File: src/rtl/rcvfifo_pkg.sv
// Shared types for the serial receive FIFO: receiver state encoding and timer width.
package rcvfifo_pkg;

   typedef enum logic [1:0] {
      StIdle  = 2'd0,
      StStart = 2'd1,
      StData  = 2'd2,
      StStop  = 2'd3
   } rx_state_e;

   localparam int unsigned TimerW = 16;

endpackage

File: src/rtl/rcvfifo_rcv_shift.sv
// Asynchronous-serial receiver: 2-flop synchroniser, bit timer and framing FSM.
// Emits a one-clock push with the assembled word, or stop_err on a low stop bit.
module rcv_shift
   import rcvfifo_pkg::*;
#(
   parameter int unsigned DATA_BITS = 8
) (
   input  logic                 clk,
   input  logic                 rst,
   input  logic [TimerW-1:0]    bit_len,
   input  logic                 serial_in,
   output logic                 push,
   output logic [DATA_BITS-1:0] word,
   output logic                 stop_err
);

   localparam int unsigned BitCntW = $clog2(DATA_BITS + 1);

   logic                 sync1_q, sync2_q, rx_prev_q;
   logic                 rx_s;
   rx_state_e            state_q, state_d;
   logic [TimerW-1:0]    timer_q, timer_d;
   logic [BitCntW-1:0]   bitcnt_q, bitcnt_d;
   logic [DATA_BITS-1:0] shreg_q, shreg_d;
   logic                 timer_zero;

   assign rx_s       = sync2_q;
   assign timer_zero = (timer_q == '0);
   assign word       = shreg_q;

   // Requiring the previous sample high also makes IDLE wait for the line to
   // recover after a low stop bit before arming a new start.
   always_comb begin
      state_d  = state_q;
      timer_d  = timer_q;
      bitcnt_d = bitcnt_q;
      shreg_d  = shreg_q;
      push     = 1'b0;
      stop_err = 1'b0;
      case (state_q)
         StIdle: begin
            if (rx_prev_q && !rx_s) begin
               timer_d = (bit_len >> 1) - TimerW'(1);
               state_d = StStart;
            end
         end
         StStart: begin
            if (timer_zero) begin
               if (rx_s) begin
                  state_d = StIdle;
               end else begin
                  timer_d  = bit_len - TimerW'(1);
                  bitcnt_d = '0;
                  state_d  = StData;
               end
            end else begin
               timer_d = timer_q - TimerW'(1);
            end
         end
         StData: begin
            if (timer_zero) begin
               shreg_d = {rx_s, shreg_q[DATA_BITS-1:1]};
               timer_d = bit_len - TimerW'(1);
               if (bitcnt_q == BitCntW'(DATA_BITS - 1)) begin
                  state_d = StStop;
               end else begin
                  bitcnt_d = bitcnt_q + BitCntW'(1);
               end
            end else begin
               timer_d = timer_q - TimerW'(1);
            end
         end
         StStop: begin
            if (timer_zero) begin
               push     = rx_s;
               stop_err = !rx_s;
               state_d  = StIdle;
            end else begin
               timer_d = timer_q - TimerW'(1);
            end
         end
         default: state_d = StIdle;
      endcase
   end

   always_ff @(posedge clk or posedge rst) begin
      if (rst) begin
         sync1_q   <= 1'b1;
         sync2_q   <= 1'b1;
         rx_prev_q <= 1'b1;
         state_q   <= StIdle;
         timer_q   <= '0;
         bitcnt_q  <= '0;
         shreg_q   <= '0;
      end else begin
         sync1_q   <= serial_in;
         sync2_q   <= sync1_q;
         rx_prev_q <= sync2_q;
         state_q   <= state_d;
         timer_q   <= timer_d;
         bitcnt_q  <= bitcnt_d;
         shreg_q   <= shreg_d;
      end
   end

endmodule

File: src/rtl/rcvfifo.sv
// Serial receiver feeding a DEPTH-entry show-ahead FIFO, with sticky overrun
// and framing-error flags for the CPU register interface.
module rcvfifo
   import rcvfifo_pkg::*;
#(
   parameter  int unsigned DATA_BITS = 8,
   parameter  int unsigned DEPTH     = 16,
   localparam int unsigned CNT_W     = $clog2(DEPTH + 1)
) (
   input  logic                 clk,
   input  logic                 rst,
   input  logic [TimerW-1:0]    bit_len,
   input  logic                 read,
   input  logic                 clear_err,
   input  logic                 serial_in,
   output logic                 ready,
   output logic [DATA_BITS-1:0] data_out,
   output logic [CNT_W-1:0]     count,
   output logic                 overrun,
   output logic                 frame_err
);

   localparam int unsigned PtrW = $clog2(DEPTH);

   if (DATA_BITS < 5 || DATA_BITS > 9) begin : g_bad_data_bits
      $error("rcvfifo: DATA_BITS must be 5..9");
   end
   if (DEPTH < 2 || DEPTH > 256 || (DEPTH & (DEPTH - 1)) != 0) begin : g_bad_depth
      $error("rcvfifo: DEPTH must be a power of two in 2..256");
   end

   logic                 push, stop_err;
   logic [DATA_BITS-1:0] word;

   logic [DATA_BITS-1:0] mem_q [DEPTH];
   logic [DATA_BITS-1:0] mem_d [DEPTH];
   logic [PtrW-1:0]      wr_ptr_q, wr_ptr_d, rd_ptr_q, rd_ptr_d;
   logic [CNT_W-1:0]     count_q, count_d;
   logic                 overrun_q, overrun_d, frame_err_q, frame_err_d;
   logic                 full, pop, wr_en, drop;

   rcv_shift #(
      .DATA_BITS (DATA_BITS)
   ) u_rcv_shift (
      .clk       (clk),
      .rst       (rst),
      .bit_len   (bit_len),
      .serial_in (serial_in),
      .push      (push),
      .word      (word),
      .stop_err  (stop_err)
   );

   assign full  = (count_q == CNT_W'(DEPTH));
   assign ready = (count_q != '0);
   assign pop   = read & ready;
   // When full, a simultaneous pop frees the head slot, which is the one wr_ptr names.
   assign wr_en = push & (~full | pop);
   assign drop  = push & full & ~pop;

   always_comb begin
      mem_d    = mem_q;
      wr_ptr_d = wr_ptr_q;
      rd_ptr_d = rd_ptr_q;
      count_d  = count_q;
      if (wr_en) begin
         mem_d[wr_ptr_q] = word;
         wr_ptr_d        = wr_ptr_q + PtrW'(1);
      end
      if (pop) begin
         rd_ptr_d = rd_ptr_q + PtrW'(1);
      end
      case ({wr_en, pop})
         2'b10:   count_d = count_q + CNT_W'(1);
         2'b01:   count_d = count_q - CNT_W'(1);
         default: count_d = count_q;
      endcase
   end

   // Set wins over a same-cycle clear.
   assign overrun_d   = drop | (overrun_q & ~clear_err);
   assign frame_err_d = stop_err | (frame_err_q & ~clear_err);

   always_ff @(posedge clk or posedge rst) begin
      if (rst) begin
         for (int unsigned i = 0; i < DEPTH; i++) begin
            mem_q[i] <= '0;
         end
         wr_ptr_q    <= '0;
         rd_ptr_q    <= '0;
         count_q     <= '0;
         overrun_q   <= 1'b0;
         frame_err_q <= 1'b0;
      end else begin
         mem_q       <= mem_d;
         wr_ptr_q    <= wr_ptr_d;
         rd_ptr_q    <= rd_ptr_d;
         count_q     <= count_d;
         overrun_q   <= overrun_d;
         frame_err_q <= frame_err_d;
      end
   end

   assign data_out  = mem_q[rd_ptr_q];
   assign count     = count_q;
   assign overrun   = overrun_q;
   assign frame_err = frame_err_q;

endmodule

File: config.mk
export PLATFORM = sky130hd
export DESIGN_NAME = rcvfifo
export DESIGN_NICKNAME = d
export VERILOG_FILES = /design/src/rtl/rcvfifo_pkg.sv /design/src/rtl/rcvfifo_rcv_shift.sv /design/src/rtl/rcvfifo.sv
export SDC_FILE = /design/constraint.sdc
export NUM_CORES = 1
export LEC_CHECK = 0
export CAP_MARGIN = 10
export CORE_MARGIN = 5
export CORE_UTILIZATION = 47
export DETAILED_ROUTE_END_ITERATION = 6
export SLEW_MARGIN = 0
export SYNTH_ARGS = -nofsm -noshare
export SYNTH_HDL_FRONTEND = slang
export SYNTH_SLANG_ARGS = --single-unit
File: constraint.sdc
create_clock -name clk -period 6.4 [get_ports clk]
set_clock_uncertainty 0.15 [all_clocks]
set_input_delay 0.96 -clock clk [delete_from_list [all_inputs] [get_ports clk]]
set_output_delay 0.96 -clock clk [all_outputs]
set_load 0.03 [all_outputs]
# Word level (Yosys, flattened, before mapping)
# Cells that the tools add are included.
# word_totals
regBits	176
output_inout_bits	16
elab_cells	110
# classes
add_sub_neg	8
magnitude_cmp	3
eq_ne	16
muxes	29
bitwise_logic	14
reduce_logical	12
# op_table
op	n
$bwmux 128	1
$mux 16	5
$pmux 16 s4	1
$bmux 8 s4	1
$demux 8 s4	1
$sub 16x1->16 const B	2
$mux 8	3
$logic_not 16->1	1
$mux 4	4
$sub 15x1->16 const B	1
$add 4x1->4 const B	3
$mux 2	6
$ge 5x5->1 const B	2
$ne 2x1->1 const B	5
$not 4->5	2
$pmux 5 s2	1
$reduce_and 5->1	2
$pmux 2 s4	1
$pmux 4 s2	1
$and 1x1->1	6
$eq 2x2->1 const B	3
$ne 2x2->1 const B	3
$add 5x1->5 const B	1
$eq 5x5->1 const B	1
15 further kinds	25

# Depth between registers and ports, before layout
# Gate-level depths: netlist of the first run.
# depth
depth_word	6
ltp_mapped	18
ltp_nobuf	16

# Hierarchy
# A second synthesis of the first run with hierarchy kept.
# unflattened
cells_unflattened	772
hier_area_um2	9480.3
# by_module_without_submodules
module	instances	cells_per_inst	area_per_inst_um2	seq_area_each_um2
rcvfifo	1	472	6834.1	3578.4
rcv_shift	1	300	2646.3	829.5

# Worst setup path after synthesis of the first run
# Ideal clock, no wire load.
# synth_path
path_type	register to register
from	reg u_rcv_shift.timer_q[0]
to	reg count_q[4] (netlist: count[4])
setup_time_ns	0.136
t_arrival_ns	3.537
path_slack_ns	2.577
stages_incl_launch_ff	19
path_buffers	2
synth_period_minus_slack_ns	3.823
cell_sequence	dfrtp_1 -> inv_1 -> ha_1 -> or3b_1 -> clkbuf_1 -> nor4_4 -> nand3_1 -> nor2_1 -> inv_1 -> ha_1 -> clkbuf_1 -> xor2_1 -> ha_1 -> o21a_1 -> o22a_1 -> a21oi_1 -> xor2_1 -> nor2_1 -> xor2_1
# synth_between
elab_chain_len	6
# synth_rtl
item	line_no	source
start: declaration	rcvfifo_rcv_shift.sv:22	logic [TimerW-1:0] timer_q, timer_d;
start signal: assignment	rcvfifo_rcv_shift.sv:100	timer_q <= timer_d;
$logic_not 16->1 (*)	rcvfifo_rcv_shift.sv:28	assign timer_zero = (timer_q == '0);
$mux 1 (*)	rcvfifo_rcv_shift.sv:74	if (timer_zero) begin
$mux 1 (*)	rcvfifo_rcv_shift.sv:40	case (state_q)
$and 1x1->1 (*)	rcvfifo.sv:58	assign wr_en = push & (~full | pop);
$eq 2x1->1 or $eq 2x2->1 (tied branches)	rcvfifo.sv:73	case ({wr_en, pop})
$pmux 5 s2 or $reduce_bool 2->1 (tied branches)	--	
end signal: assignment	rcvfifo.sv:98	count_q <= count_d;
end: declaration	rcvfifo.sv:38	logic [CNT_W-1:0] count_q, count_d;
# Mark *: on every way between the ends. The rest lies on a longest branch, timed or not.
# A chain may end at the register's enable or synchronous reset.

# Worst setup path in the final report of the first run
# layout_path
from	reg rd_ptr_q[1]
to	out data_out[1]
# layout_between
elab_chain_len	4
# layout_rtl
item	line_no	source
start: declaration	rcvfifo.sv:37	logic [PtrW-1:0] wr_ptr_q, wr_ptr_d, rd_ptr_q, rd_ptr_d;
start signal: assignment	rcvfifo.sv:97	rd_ptr_q <= rd_ptr_d;
$not 4->5 (not written as such)	rcvfifo.sv:104	assign data_out = mem_q[rd_ptr_q];
$bmux 8 s4	rcvfifo.sv:104	
$mux 8 (not written as such) (2 in series)	rcvfifo.sv:104	
end: declaration	rcvfifo.sv:17	output logic [DATA_BITS-1:0] data_out,
# No other way between the ends. The select of a mux whose other input is x is not followed.

==> results of run 1 <==
[critical path, delay by kind of cell, from the launching register on]
family | cells | cell delay, ns
buffers and inverters | 2 | 1.05
DFF | 1 | 0.94
muxes | 2 | 1.00
[power breakdown]
part / internal [mW] / total (mW) / switching [mW]
Sequential: 1.20 / 1.39 / 0.186
Combinational: 0.443 / 1.02 / 0.579
Clock: 0.561 / 1.03 / 0.468
[final timing paths]
| kind | end | depth (start not counted) |
|---|---|---|
| worst max-delay path | data_out[1] | 4 |
| worst min-delay path | u_rcv_shift.rx_s | 0 |
| worst max register to register | count[4] | 16 |
| worst min register to register | u_rcv_shift.rx_s | 0 |
| max in group asynchronous | rd_ptr_q[0] | 3 |
| min in group asynchronous | mem_q[84] | 2 |
[final cells by class]
| type | instances | area (µm²) | share of cell area, % |
|---|---|---|---|
| Sequential cell | 176 | 4410 | 42.4 |
| Tap cell | 265 | 332 | 3.18 |
| Inverter | 20 | 80.1 | 0.769 |
| Clock buffer | 18 | 439 | 4.22 |
| Multi-Input combinational cell | 481 | 4600 | 44.2 |
| Timing Repair Buffer | 41 | 398 | 3.82 |
| Clock inverter | 14 | 151 | 1.45 |
[per-layer routing]
layer	part of all wire (%)	track usage (%)	up-vias	wire, µm
met5	0	0	-	0
met1	46	27.3	3117	9580
met4	1.8	5.63	0	365
li1	-	-	2680	-
met2	49	31.4	111	10200
met3	2.8	3.79	21	586
[metrics by stage]
step | instances | area (µm²) | utilization (%) | hold slack [ns] | setup slack (ns)
4_1_cts | 1015 | 10400 | 53.7 | 0.212 | 1.87
2_1_floorplan | 719 | 9250 | - | 0.195 | 0.521
3_3_place_gp | 983 | 9820 | 50.6 | 0.196 | 2.37
6_report | 1015 | 10400 | 53.7 | 0.212 | 1.86
5_1_grt | 1015 | 10400 | 53.7 | 0.218 | 1.77
3_5_place_dp | 983 | 9820 | 50.6 | 0.202 | 2.25
[flip-flops by register name, summed over array words and instances, names as in the netlist, 4 cells and up, named ones only]
signal / flops
mem_q: 128
u_rcv_shift.timer_q: 16
u_rcv_shift.word: 8
count: 5
rd_ptr_q: 4
u_rcv_shift.bitcnt_q: 4
wr_ptr_q: 4
[cell usage in the layout (no fill, tap or decap), drive strengths merged, types with 6 or more instances in the layout]
master and n:
or4 8, xnor2 24, inv 25, nor4 9, a21oi 20, mux2 138, clkdlybuf4s50 36, ha 18
mux4 40, nand2 36, nor3 13, or3 7, clkbuf 18, o21ai 19, dfrtp 173, nor2 41
xor2 21, nand3 17, a22o 6
[cell families after synthesis]
logic type                 Yosys count
and+or+nand+nor                    154
AOI/OAI and AO/OA                   83
adders and majority gates           18
muxes                              181
buffers and inverters               62
xor gates and xnor gates            45
DFF                                176
==> results list, run 1 <==
- The floorplan has 51 rows.
- After clock tree synthesis, the clock-pin slew on the worst setup and hold paths is 0.07 ns.
- For this configuration, the core starts out at a cell density of 47.7%.
- Post-DR vias/cell: 5.84
- The design draws 3.44 mW.
- CP required: 5.29 ns
- Yosys attributes the largest share of cell area to dfrtp_1 (47%), mux2_2 (16%), mux4_2 (9.7%).
- The first detailed-routing pass ran for 5 iterations.
- The cell sitting at the root of the clock tree is a clkbuf_16.
* Number of inserted filler cells in the final layout: 1674
- The largest single stage delay on the critical path is 0.94 ns.
- Post-cts hold buffer count: 0
* PortBufs: 36
* Mapped cell area: 9250 µm²
- After Yosys synthesis, and, or, nand and nor cells account for 9.77% of the synthesized area.
- Remaining antenna violation count after routing: 0
- VDD sags by at most 0.000177 V.
- From left edge to right edge, the die measures 150 µm.
- Synthesis-to-layout area growth: 12.6%
- Tracing the worst setup path back leads to its startpoint at rd_ptr_q[1].
- Cell at the slowest stage of the critical path: dfrtp_1
- Post-CTS Resized: 0
- The routed layout has 5929 vias.
- The largest total area in the synthesized netlist belongs to dfrtp_1.
- Post-synthesis cell count: 719
* Post-Synthesis Mean Instance Area: 12.9 µm²
- Actual transition at the worst max-transition pin: 0.926 ns
- Dividing the detail-routed wire length by the instance count gives 20.4 µm.
* Combinational family with the most area after synthesis: multiplexers
- Area share of fa/ha/maj cells after synthesis: 2.44%
* Cell with the most instances after synthesis: dfrtp_1
* Clk Latency, worst-skew pair: 0.43 ns
- Antenna diode count: 0
- Of all nets on the critical path, the largest fanout is 19.
- The post-route netlist has 32.8% of its cells at a drive strength greater than 1.
- The clock net in this run drives a total of 176 sinks.
- The worst setup path is captured at an output port.
- The worst path uses 70.9% of the clock period.
- Overflow left after global routing: 0
- After synthesis, the netlist uses 63 different library cells.
* Most frequently used flop master after synthesis: dfrtp_1
* Maximum number of pins on one net before global-route repair: 100
* Clock tree from TritonCTS: built
* Antenna violations before repair: 0
- Path type of the worst setup path: reg -> out
* Async S/R FF share, synth: 100%
* Max-capacitance violation count: 0
* Leakage power: 4.59 nW
* Num ports: 37
* TritonCTS Buffers: 17
- Parity-gate share of the synthesized area counting xor and xnor cells: 4.26%
- Worst Hold Class: reg -> reg
- Number of nets in the layout: 776
- Max-slew headroom at the worst pin: 38.3%
- In this run the most critical hold path is launched from u_rcv_shift.sync1_q.
- In this run the critical register-to-register path is launched from u_rcv_shift.timer_q[1].
* Top cell by count, worst path: mux4_2
- Total detailed-routing wirelength: 20800 µm
* Final count of hold timing violations: 0
* Number of global-route vias before repair: 6181
- The number of nets in the synthesized netlist is 758.
* DPL Wire Length: 14000 µm
- Power spread over the standard cell area amounts to 330 nW/µm².
- Share of the synthesized area in compound gates (AO/OA/AOI/OAI): 6.01%
* Fraction of post-synthesis cell area in the top cell type by area: 46.8%
- The clock passes through at most 2 buffers.
- Pins Over Slew Limit: 0
* RSZ-0062 raised after global routing: false
- The die covers 22600 µm².
- After detailed routing, the number of remaining DRC violations is 0.
* Core area: 19400 µm²
- DRC marker count from the first detailed-route iteration: 365
- # Post-CTS Setup Buffers: 0
- In this run the register-to-register setup slack is 2.22 ns.
- CP cell instances: buf_4, mux4_2, mux4_2, clkdlybuf4s50_1
* Synth cell count leaders: dfrtp_1 (173), mux2_2 (130), mux4_2 (40)
- Register bit count reported by yosys: 176
- Setup violations remaining at the end of the flow were counted as 0.
* Total number of yosys warnings: 0
* Max frequency: 0.220 GHz
* Global-route wire length before repair: 34200 µm
- Tot GR Track Use: 19.6%
- Of the post-synthesis cell area, the part taken by muxes is 27.2%.
* Number of enable flip-flop cells after synthesis: 0
- Critical path startpoint category: flop
- Level count of the clock H-tree: 4
- Die Height: 150 µm
- Placer Congestion: 0.862
- Proportion of synthesized chip area in sequential cells: 47.7%
- Run status: completed
- Counting I/O delays and the setup requirement, the final critical path takes 4.54 ns.
* Arr. time, crit path: 3.43 ns
* Final-layout setup total negative slack: 0 ns
No activity file was read; power rests on OpenSTA's default activity.
==> run 2: changes to the inputs <==
--- a/config.mk
+++ b/config.mk
@@ -9,6 +9,7 @@
 export CORE_MARGIN = 5
 export CORE_UTILIZATION = 47
 export DETAILED_ROUTE_END_ITERATION = 6
+export PLACE_DENSITY = 0.67
 export SLEW_MARGIN = 0
 export SYNTH_ARGS = -nofsm -noshare
 export SYNTH_HDL_FRONTEND = slang
==> constraint.sdc (replaced) <==
create_clock -name clk -period 3.7 [get_ports clk]
set_clock_uncertainty 0.15 [all_clocks]
set_input_delay 0.555 -clock clk [delete_from_list [all_inputs] [get_ports clk]]
set_output_delay 0.555 -clock clk [all_outputs]
set_load 0.03 [all_outputs]
==> run 2 against run 1 <==
Combinational power rose by 88%. Sequential power rose by 67%. Worst setup slack got worse by 1.7 ns. Total power rose by 74%. Die area did not move. Non-clock buffer count rose by 32. Routed wire length barely moved. Clock power rose by 68%. Utilization rose by 1.3 points. Largest cell class unchanged.
==> results list, run 2 (synthesis results as in run 1) <==
- The number of port buffers was 36 (unchanged).
- Power density over the cells: 561 nW/µm² (+70%)
- Number of remaining DRC errors: 0 (unchanged)
* Critical path capture point type: flop
- Die Height: 150 µm (unchanged)
- The placer congestion estimate came to 0.866 (+0.43%).
- The number of global-route vias before repair came to 6300 (+1.9%).
- The clock period could shrink to 3.54 ns.
* Clock tree from TritonCTS: built
- Leaving out fill and tap cells, the most frequent cell in the layout is dfrtp_1.
- The number of fill cells in the layout came to 1640 (-2.0%).
- The final count of pins violating max slew came to 0 (unchanged).
* Leakage power: 4.75 nW (+3.4%)
- The I/O pin count was 37 (unchanged).
- The slack of the worst reg-to-reg path is 0.16 ns (-2.06 ns).
- In this run the critical register-to-register path is captured at count[4].
- Largest reg by FF count: mem_q
- The count of cells resized by post-cts repair is 0 (unchanged).
- The flow ran to the end, and the final reports show no timing, DRC or antenna violations.
- Average wire per cell in the routed design: 19.9 µm (-2.8%)
* Max-capacitance violation count: 0 (unchanged)
* Worst Hold Class: reg -> reg
- Vias: 5996 (+1.1%)
- Cell at the slowest stage of the critical path: dfrtp_1
- Launching point of the worst reg2reg path: u_rcv_shift.timer_q[1]
- Post-cts hold buffer count: 0 (unchanged)
- Arr. time, crit path: 3.69 ns (+0.26 ns)
* RSZ-0062 raised after global routing: false
- The utilization after layout is 54.9% (+1.3 points).
- DRC marker count from the first detailed-route iteration: 307 (-16%)
- Antenna diode count: 0 (unchanged)
- Core area: 19400 µm² (unchanged)
* Fraction of final layout cells with drive strength greater than 1: 35.4% (+2.6 points)
* Total detailed-routing wirelength: 20700 µm (about the same)
- The number of antenna violations at the first check in global routing was 0 (unchanged).
- The effective utilization at floorplan was 47.7% (unchanged).
- Maximum number of pins on one net before global-route repair: 56 (-44%)
- The startpoint identified for the worst hold timing path is u_rcv_shift.sync1_q.
- CTS clock-pin slew for the worst setup and hold paths: 0.06 ns (about the same)
- The critical path's largest stage delay was 0.42 ns (-0.52 ns).
* Area of the die: 22600 µm² (unchanged)
* Tot GR Track Use: 19.6% (+0.067 points)
- Number of standard-cell rows in the floorplan: 51 (unchanged)
- Final count of hold timing violations: 0 (unchanged)
- The number of H-tree levels came to 4 (unchanged).
- The number of buffers inserted during clock tree synthesis was 17 (unchanged).
- Number of clock sinks: 176 (unchanged)
* Combined buffer and inverter count along the critical path: 2 (unchanged)
- Max frequency: 0.283 GHz
* Number of cells on the worst hold path: 0 (unchanged)
* Cell chosen for the clock root: clkbuf_16
- The worst endpoint required time came to 3.85 ns (-1.44 ns).
* Most frequent cells in the layout: dfrtp_1 (170), mux2_2 (130), mux4_2 (40)
- In the finished design, the share of the clock period the worst path needs comes to 95.6%.
* Top cell family by delay on the critical path: simple AND/OR/NAND/NOR gates
* Critical path startpoint category: flop
* Clk Latency, worst-skew pair: 0.43 ns (about the same)
- Walking the worst path, the cells encountered are inv_1, ha_1, or3b_1, nor4_4, nand3_2, nor2_4, inv_1, ha_1, xor2_1, ha_1, o21a_1, o22a_1, a21oi_1, xor2_1, nor2_1, xor2_1.
* # Post-CTS Setup Buffers: 0 (unchanged)
- The total placed instance area is 10100 µm² (+2.8%).
- Depth of the most critical reg-to-reg path: 16 (unchanged)
- DPL Wire Length: 14900 µm (+6.3%)
- The residual overflow from global routing is 0 (unchanged).
- Hold endpoint: u_rcv_shift.rx_s
- The final hold slack is 0.205 ns (-0.00630 ns).
- Max FFs per register: 128 (unchanged)
- The critical path is of the reg -> reg type.
- The number of iterations in the first detailed-routing pass was 5 (unchanged).
- The die outline width came to 150 µm (unchanged).
* Sum of internal, switching and leakage power: 5.97 mW (+74%)
- The maximum fanout count along the critical path was 4 (-15).
* Global-route wire length before repair: 34500 µm (+0.68%)
- Synthesis-to-layout area growth: 15.3%
* Final instance area: 10700 µm² (+2.4%)
- The peak supply drop was 0.000367 V (+110%).
* Number of nets in the layout: 808 (+4.1%)
- The deepest clock path buffer count was 2 (unchanged).
- Post-DR vias/cell: 5.74 (-1.7%)
* Final setup violation count: 0 (unchanged)
- The number of nets with antenna violations after routing is 0 (unchanged).
* Final-layout setup total negative slack: 0 ns (unchanged)
- The relative max-transition margin is 44.9% (+6.7 points).
* Actual transition at the worst max-transition pin: 0.817 ns (-0.109 ns)
## run 2: worst register-to-register path: stages, from the launching register on
cell and delay [ns]:
dfrtp_1 0.42, inv_1 0.07, ha_1 0.16, or3b_1 0.41, nor4_4 0.33, nand3_2 0.18, nor2_4 0.12, inv_1 0.07
ha_1 0.21, xor2_1 0.15, ha_1 0.22, o21a_1 0.17, o22a_1 0.19, a21oi_1 0.18, xor2_1 0.18, nor2_1 0.07
xor2_1 0.14
## run 2: per-stage QoR
| step | worst slack, ns | cells |
|---|---|---|
| floorplan | 0.00823 | 719 |
| global placement | 0.253 | 1015 |
| detailed placement | 0.193 | 1015 |
| CTS | 0.101 | 1044 |
| global route | 0.00233 | 1044 |
| finish | 0.164 | 1044 |
## run 2: how the worst max path moves through the flow
stage                           startpoint                       to  cells after the start
floorplan           u_rcv_shift.timer_q[0]                 count[4]                     18
global placement                bit_len[1]  u_rcv_shift.timer_q[12]                      9
detailed placement  u_rcv_shift.timer_q[1]                 count[4]                     16
CTS                            rd_ptr_q[0]              data_out[3]                      4
global route        u_rcv_shift.timer_q[1]                 count[4]                     16
finish              u_rcv_shift.timer_q[1]                 count[4]                     16
## run 2: area by class of cell
type	instances	area [µm²]	area share [%]
multi-input cells	481	4610	43.3
clock inverters	8	108	1.01
flip-flops and latches	176	4410	41.4
inverters	20	78.8	0.740
repair buffers	73	663	6.22
clock buffers	21	450	4.23
well taps	265	332	3.11
## run 2: where the power goes
part	switching, mW	internal (mW)	leakage [nW]	total, mW
Sequential	0.241	2.08	2.39	2.32
Combinational	1.10	0.825	2.09	1.92
Clock	0.721	1.01	0.270	1.73
## run 2: layer usage
layer | part of all wire [%] | vias to the layer above | track usage [%]
li1 | - | 2732 | -
met1 | 44 | 3116 | 26.4
met2 | 50 | 125 | 32.4
met3 | 4.3 | 23 | 4.49
met4 | 1.3 | 0 | 4.99
met5 | 0 | - | 0
